File: src/rtl/core_sequencer.sv
// core_sequencer: multi-cycle fetch/decode/execute/writeback controller.
// Optional: define SEQ_ILLEGAL_TRAP_EN to trap illegal opcodes into HALT.

module core_sequencer #(
  parameter logic [31:0] RESET_PC    = 32'h0000_0000,
  parameter int unsigned EXEC_CYCLES = 2
) (
  input  logic        clk,
  input  logic        rst,
  input  logic        run,
  output logic        imem_req,
  output logic [31:0] imem_addr,
  input  logic        imem_ack,
  input  logic [31:0] imem_rdata,
  output logic [31:0] instr,
  input  logic [31:0] core_pc,
  output logic        rf_re,
  output logic        rf_we,
  output logic [31:0] pc,
  output logic [2:0]  state,
  output logic        halted,
  output logic        illegal,
  output logic [31:0] retired
);

  typedef enum logic [2:0] {
    S_IDLE   = 3'd0,
    S_FETCH  = 3'd1,
    S_DECODE = 3'd2,
    S_EXEC   = 3'd3,
    S_WB     = 3'd4,
    S_HALT   = 3'd5
  } state_t;

  typedef enum logic [2:0] {
    C_ALU,
    C_STORE,
    C_JUMP,
    C_BRANCH,
    C_LOAD,
    C_HALT,
    C_ILL
  } cls_t;

  localparam logic [3:0] LP_LAST = 4'(EXEC_CYCLES - 1);

  state_t      r_state;
  state_t      w_next;
  logic [3:0]  r_cnt;
  logic [3:0]  w_cnt_n;
  logic        r_req;
  logic        r_re;
  logic        r_we;
  logic        r_halted;
  logic        r_illegal;
  logic [31:0] r_instr;
  logic [31:0] r_pc;
  logic [31:0] r_core_pc;
  logic [31:0] r_retired;

  logic [7:0]  w_op;
  cls_t        w_cls;
  logic        w_wb_en;
  logic        w_trap;
  logic [31:0] w_pc_inc;
  logic [31:0] w_pc_nxt;

  assign w_op = r_instr[31:24];

  // Classify the latched opcode.
  always_comb begin
    w_cls = C_ILL;
    unique case (1'b1)
      (w_op >= 8'h05 && w_op <= 8'h0A): w_cls = C_ALU;
      (w_op >= 8'h45 && w_op <= 8'h4C): w_cls = C_ALU;
      (w_op == 8'h83):                  w_cls = C_STORE;
      (w_op == 8'h01 || w_op == 8'h02): w_cls = C_JUMP;
      (w_op >= 8'h41 && w_op <= 8'h44): w_cls = C_BRANCH;
      (w_op == 8'h81 || w_op == 8'h82): w_cls = C_LOAD;
      (w_op == 8'hFF):                  w_cls = C_HALT;
      default:                          w_cls = C_ILL;
    endcase
  end

  assign w_wb_en  = (w_cls == C_ALU) || (w_cls == C_STORE);
  assign w_pc_inc = r_pc + 32'd1;

  // Next PC; a branch to its own address falls through.
  always_comb begin
    w_pc_nxt = w_pc_inc;
    case (w_cls)
      C_JUMP:   w_pc_nxt = {8'h00, r_instr[23:0]};
      C_BRANCH: w_pc_nxt = (r_core_pc != r_pc) ? r_core_pc : w_pc_inc;
      default:  w_pc_nxt = w_pc_inc;
    endcase
  end

  // Next-state and EXEC counter logic.
  always_comb begin
    w_next  = r_state;
    w_cnt_n = r_cnt;
    w_trap  = 1'b0;
    case (r_state)
      S_IDLE: begin
        if (run) w_next = S_FETCH;
      end
      S_FETCH: begin
        if (imem_ack) w_next = S_DECODE;
      end
      S_DECODE: begin
        w_next  = S_EXEC;
        w_cnt_n = 4'd0;
        if (w_cls == C_HALT) w_next = S_HALT;
`ifdef SEQ_ILLEGAL_TRAP_EN
        if (w_cls == C_ILL) begin
          w_next = S_HALT;
          w_trap = 1'b1;
        end
`endif
      end
      S_EXEC: begin
        if (r_cnt == LP_LAST) begin
          w_next  = S_WB;
          w_cnt_n = 4'd0;
        end else begin
          w_cnt_n = r_cnt + 4'd1;
        end
      end
      S_WB: begin
        w_next = run ? S_FETCH : S_IDLE;
      end
      S_HALT: begin
        w_next = S_HALT;
      end
      default: begin
        w_next = S_IDLE;
      end
    endcase
  end

  // State register and registered control outputs.
  always_ff @(posedge clk) begin
    if (!rst) begin
      r_state   <= S_IDLE;
      r_cnt     <= 4'd0;
      r_req     <= 1'b0;
      r_re      <= 1'b0;
      r_we      <= 1'b0;
      r_halted  <= 1'b0;
      r_illegal <= 1'b0;
    end else begin
      r_state  <= w_next;
      r_cnt    <= w_cnt_n;
      r_req    <= (w_next == S_FETCH);
      r_re     <= (w_next == S_DECODE) || (w_next == S_EXEC);
      r_we     <= (w_next == S_WB) && w_wb_en;
      r_halted <= (w_next == S_HALT);
      if (w_trap) r_illegal <= 1'b1;
    end
  end

  // Instruction latch and core PC sample.
  always_ff @(posedge clk) begin
    if (!rst) begin
      r_instr   <= 32'd0;
      r_core_pc <= 32'd0;
    end else begin
      if (r_state == S_FETCH && imem_ack) r_instr <= imem_rdata;
      if (r_state == S_EXEC && r_cnt == LP_LAST) r_core_pc <= core_pc;
    end
  end

  // PC and retire counter advance only on WB exit.
  always_ff @(posedge clk) begin
    if (!rst) begin
      r_pc      <= RESET_PC;
      r_retired <= 32'd0;
    end else if (r_state == S_WB) begin
      r_pc      <= w_pc_nxt;
      r_retired <= r_retired + 32'd1;
    end
  end

  assign imem_req  = r_req;
  assign imem_addr = r_pc;
  assign instr     = r_instr;
  assign rf_re     = r_re;
  assign rf_we     = r_we;
  assign pc        = r_pc;
  assign state     = r_state;
  assign halted    = r_halted;
  assign illegal   = r_illegal;
  assign retired   = r_retired;

endmodule

File: config.mk
export PLATFORM = sky130hd
export DESIGN_NAME = core_sequencer
export DESIGN_NICKNAME = d
export VERILOG_FILES = /design/src/rtl/core_sequencer.sv
export SDC_FILE = /design/constraint.sdc
export NUM_CORES = 1
export LEC_CHECK = 0
export CORE_AREA = 2 2 125 127
export CTS_CLUSTER_SIZE = 30
export DETAILED_ROUTE_END_ITERATION = 8
export DIE_AREA = 0 0 127 129
export PLACE_DENSITY = 0.84
export SKIP_CTS_REPAIR_TIMING = 1
export SLEW_MARGIN = 10
export SYNTH_ARGS = -nofsm -noshare
export SYNTH_HDL_FRONTEND = slang
export SYNTH_SLANG_ARGS = --single-unit
export TNS_END_PERCENT = 20
File: constraint.sdc
create_clock -name clk -period 2.4 [get_ports clk]
set_input_delay 0.24 -clock clk [delete_from_list [all_inputs] [get_ports clk]]
set_output_delay 0.24 -clock clk [all_outputs]
set_load 0.03 [all_outputs]
Word-level counts from Yosys, hierarchy flattened
Index checks and enable logic that the tools add are counted.

word-level totals
  register bits after elaboration = 139
  input port bits = 68
  word-level logic and storage cells = 66

cells by class
  add/subtract/negate cells = 3
  magnitude comparators = 6
  eq/ne operators = 22
  muxes and demuxes = 11
  reductions and logical operators = 14

operators with widths
  operator                                                        count
  adder 32 x 1 -> 32 bit, second input constant                   2
  one-hot mux 32 bit (2 select lines)                             1
  one-hot mux 3 bit (6 select lines)                              2
  equality test 8 bit, second input constant                      4
  2-to-1 mux 32 bit                                               1
  != test 32 bit                                                  1
  equality test 3 x 2 -> 1 bit, second input constant             6
  >= comparator 8 x 7 -> 1 bit, second input constant             2
  less-or-equal comparator 8 x 7 -> 1 bit, second input constant  2
  equality test 3 bit, second input constant                      5
  2-to-1 mux 3 bit                                                4
  equality test 3 x 1 -> 1 bit, second input constant             3
  equality test 8 x 1 -> 1 bit, second input constant             1
  equality test 8 x 2 -> 1 bit, second input constant             1
  >= comparator 8 x 3 -> 1 bit, second input constant             1
  less-or-equal comparator 8 x 4 -> 1 bit, second input constant  1
  one-hot mux 4 bit (2 select lines)                              1
  logical AND 1 bit                                               6
  logical NOT 3 bit                                               2
  adder 4 x 1 -> 4 bit, second input constant                     1
  equality test 4 x 1 -> 1 bit, second input constant             1
  logical OR 1 bit                                                4
  2-to-1 mux 4 bit                                                1
  nonzero test 2 bit                                              1
  other kinds (2)                                                 2

Depth between registers and ports, before layout
  word-level depth = 9
  depth in mapped cells = 11

Worst setup path before layout
No wires, ideal clock.

  path type = flip-flop to flip-flop
  start = reg r_pc[2] (netlist: imem_addr[2])
  end = reg r_pc[31] (netlist: imem_addr[31])
  setup time = 0.117 ns
  arrival = 2.295 ns
  path slack = -0.012 ns
  cell stages (with the launch flop) = 10
  path buffers = 2
  period minus slack after synthesis = 2.412 ns
  path through = dfxtp_1 buf_4 nand4_1 or2_1 buf_6 or4_4 or2_4 o21ai_1 nand2_1 a32o_1

on the way
  longest elaborated chain between the ends = 3
  elaborated cells between the ends (all ways) = 4
  classes of those cells = add/sub: 1; eq/ne: 1; mux: 2

RTL lines
  item                                                             RTL line  RTL
  start, declared                                                  57        logic [31:0] r_pc;
  start signal, assigned                                           179       r_pc <= w_pc_nxt;
  adder 32 x 1 -> 32 bit / != test 32 bit (equally long branches)  86, 93
  2-to-1 mux 32 bit                                                93        C_BRANCH: w_pc_nxt = (r_core_pc != r_pc) ? r_core_pc : w_pc_inc;
  one-hot mux 32 bit (2 select lines) *                            91        case (w_cls)

Mark *: on every way between the ends. The rest lies on a longest branch, timed or not.
A chain may end at the register's enable or synchronous reset.

Final worst setup path
  start = reg r_pc[12] (netlist: imem_addr[12])
  end = reg r_pc[10] (netlist: imem_addr[10])

on the way
  longest elaborated chain between the ends = 3

RTL lines
  item                                 RTL line
  != test 32 bit                       93
  2-to-1 mux 32 bit                    93
  one-hot mux 32 bit (2 select lines)  91

Every way passes these cells.

==> key figures <==
Status
  – Status: completed

Final layout
  – Nets: 1178
  – Antenna Cells: 0
  – Area Overhead vs Synth: 42.3%
  – Area of the multi-input gates: 0.00384 mm2
  – Final Cell Area: 0.0101 mm2
  – FF+latch area: 0.00279 mm2
  – Share of layout cells above drive strength 1: 11.8%
  – Fill cell count: 1236
  – Post-layout util: 67.6%
  – Commonest cells after routing, fill and taps aside: 202 x clkdlybuf4s50_1, 178 x nand2_1, 132 x dfxtp_1
  – Commonest non-fill, non-tap cell in the layout: clkdlybuf4s50_1

CTS
  – CTS tree: yes
  – CTS buffer count: 17
  – Clock root cell: clkbuf_16
  – CTS Sinks: 139
  – Clock latency at the later pin of the worst-skew pair: 420 ps
  – CTS max path bufs: 2
  – Clock Pin Slew Worst Setup and Hold Paths: 60 ps
  – H-Tree Depth: 4

GRT
  – First-pass GRT wire length: 35700 um
  – Gr usage total: 27.5%
  – Layer with the highest usage: met2
  – Met3 Use GR: 7.82%
  – M1 GR Usage: 34.6%
  – Global route overflow: 0
  – Largest net degree at the start of global routing: 43
  – Initial antenna violation count: 0
  – Met2 Resource Use GR: 44.4%
  – Vias in the first global route: 6940

STA
  – Setup Viol. Count Final: 0
  – Fmax: 440 MHz
  – Max_slew headroom: 62.2%
  – Tmin final: 2270 ps
  – Worst-margin pin slew: 566 ps
  – Final Hold Viols: 0
  – Slew Viols, Final: 0
  – Final WS setup: 129 ps
  – Worst Skew: 6.00 ps
  – Period utilisation layout: 94.6%
  – Setup TNS: 0 ps
  – WHS: 363 ps

Critical path
  – Setup slack, reg-to-reg: 130 ps
  – Req. time, crit path: 2690 ps
  – Path type of the worst setup path: reg2reg
  – Critical R2R Launch: imem_addr[12]
  – Crit. End Element: register
  – Reg2Reg Capture Point: imem_addr[10]
  – CP Launch Type: register
  – Worst reg2reg path depth: 7
  – Largest fanout on the critical path: 14
  – Worst EP arrival: 2560 ps

Synth
  – Post-synth top flop: dfxtp_1
  – Ys Warns: 0
  – Syn avg cell area: 7.83 um2
  – Post-synth cell types: 71
  – FFs w/ async S/R, synth: 0%
  – Synth Cell Area: 0.00712 mm2
  – Synth area leader: dfxtp_1
  – Register area share after synthesis: 39.1%
  – Post-synth EDFFs: 0
  – Synth top area cells: dfxtp_1 39%, nand2_1 9.4%, a21oi_1 6.4%, xnor2_1 6.1%, buf_4 3.9%
  – Synthesized flop and latch total: 139
  – Syn_nets: 981
  – Syn Inst Count: 909
  – Top cell type's share of synthesized area: 39.1%

Floorplan
  – Starting Density: 47.6%
  – Die width: 127 um
  – Die Area: 0.0164 mm2
  – I/O pin total: 204
  – # rows: 45
  – Die Height: 129 um
  – Core Footprint: 0.0150 mm2

Route
  – Final WL: 22600 um
  – DRT Pass-1 Iters: 8
  – DRC Markers: 0
  – Via/cell ratio: 5.71
  – Post-route ant nets: 0
  – DR WL/cell: 17.3 um
  – Via Count: 7460
  – Initial DRC count: 858

Placed design
  – RD Place Congestion: 0.963
  – Placement Setup Slack: 24.4 ps
  – Area after DPL: 0.00943 mm2
  – I/O Buffers: 202
  – Dpl hpwl: 16300 um

Worst hold path
  – Hold Crit Class: in2reg
  – Hold Path Sink: instr[10]
  – Worst Hold Depth: 3
  – Min-delay src: imem_rdata[10]

Pwr
  – Int Power: 0.00427 W
  – Comb pwr share: 10.5%
  – Register share of total power: 41.8%
  – Switching share of power: 25.3%
  – Clock Power Share: 47.7%
  – Leakage: 3.54 nW
  – VDD IR max: 0.479 mV
  – Power per cell area: 564 mW/mm2
  – NetSw: 0.00144 W

Flow run
  – Max cap viols: 0
[worst max path at each step]
stage                              from       endpoint  cells after the start
after floorplan           imem_addr[10]  imem_addr[31]                      7
after global placement     imem_addr[1]  imem_addr[26]                      8
after detailed placement   imem_addr[1]  imem_addr[26]                      8
after CTS                  imem_addr[1]  imem_addr[26]                      8
after global routing       imem_addr[6]  imem_addr[20]                      7
final                     imem_addr[12]  imem_addr[10]                      7
[per-stage QoR]
stage | power, W | std cells
after floorplan | 0.00272 | 909
final | 0.00571 | 1307
after detailed placement | 0.00302 | 1272
after global routing | 0.00589 | 1307
after CTS | 0.00573 | 1304
after global placement | 0.00302 | 1272
[kinds of logic (layout without fill, tap and decap cells)]
group,Yosys count,in the layout,share of synthesized area (%)
muxes,1,1,0.158
adders and majority gates,4,4,0.703
xor gates and xnor gates,66,66,8.12
buffers and inverters,107,317,8.12
and+or+nand+nor,391,391,25.9
AOI/OAI and AO/OA,200,200,17.9
other,1,1,0.0527
DFF,139,139,39.1
[cell usage after synthesis (all sizes together), types with 5 or more instances]
cell and count:
o21ai 30, xnor2 50, a32o 5, dfxtp 139, nor2 71, nor4 8
a31oi 7, nand2 178, nor3 15, nand4 27, and3 10, a221oi 8
a21oi 91, o211ai 7, or3 10, or2 5, clkbuf 41, o22ai 5
nor2b 6, inv 13, xor2 16, buf 53, a222oi 9, nand3 37
[metal layers]
metal,part of all wire [%],wire length [um]
met5,0,0
met4,3.5,796
met3,10,2290
met2,47,10600
met1,40,8990
[state kept, by name, indices dropped and copies added (netlist names)]
signal,cells
imem_addr,32
instr,32
r_core_pc,32
retired,32
r_cnt,4
state,3
halted,1
imem_req,1
rf_re,1
rf_we,1
[critical path, cell delays in order (launching register included)]
cell and delay (ps):
dfxtp_1 480, xnor2_1 160, nand4_1 200, nor4_4 390, a21boi_4 200, buf_4 200, a222oi_1 360, o221ai_1 150
[power groups by stage]
| stage | Combinational (W) | Clock [W] | Sequential, W |
|---|---|---|---|
| after floorplan | 0.000220 | 0 | 0.00250 |
| final | 0.000601 | 0.00272 | 0.00239 |
| after global routing | 0.000643 | 0.00286 | 0.00239 |
| after detailed placement | 0.000586 | 0 | 0.00244 |
| after global placement | 0.000582 | 0 | 0.00244 |
| after CTS | 0.000591 | 0.00275 | 0.00239 |
[cell type report]
cell class / instances / share of cell area, %
flip-flops and latches: 139 / 27.6
multi-input cells: 663 / 37.9
well taps: 188 / 2.32
inverters: 13 / 0.494
clock inverters: 15 / 1.85
clock buffers: 17 / 4.20
repair buffers: 272 / 25.6
No activity file was read; power rests on OpenSTA's default activity.
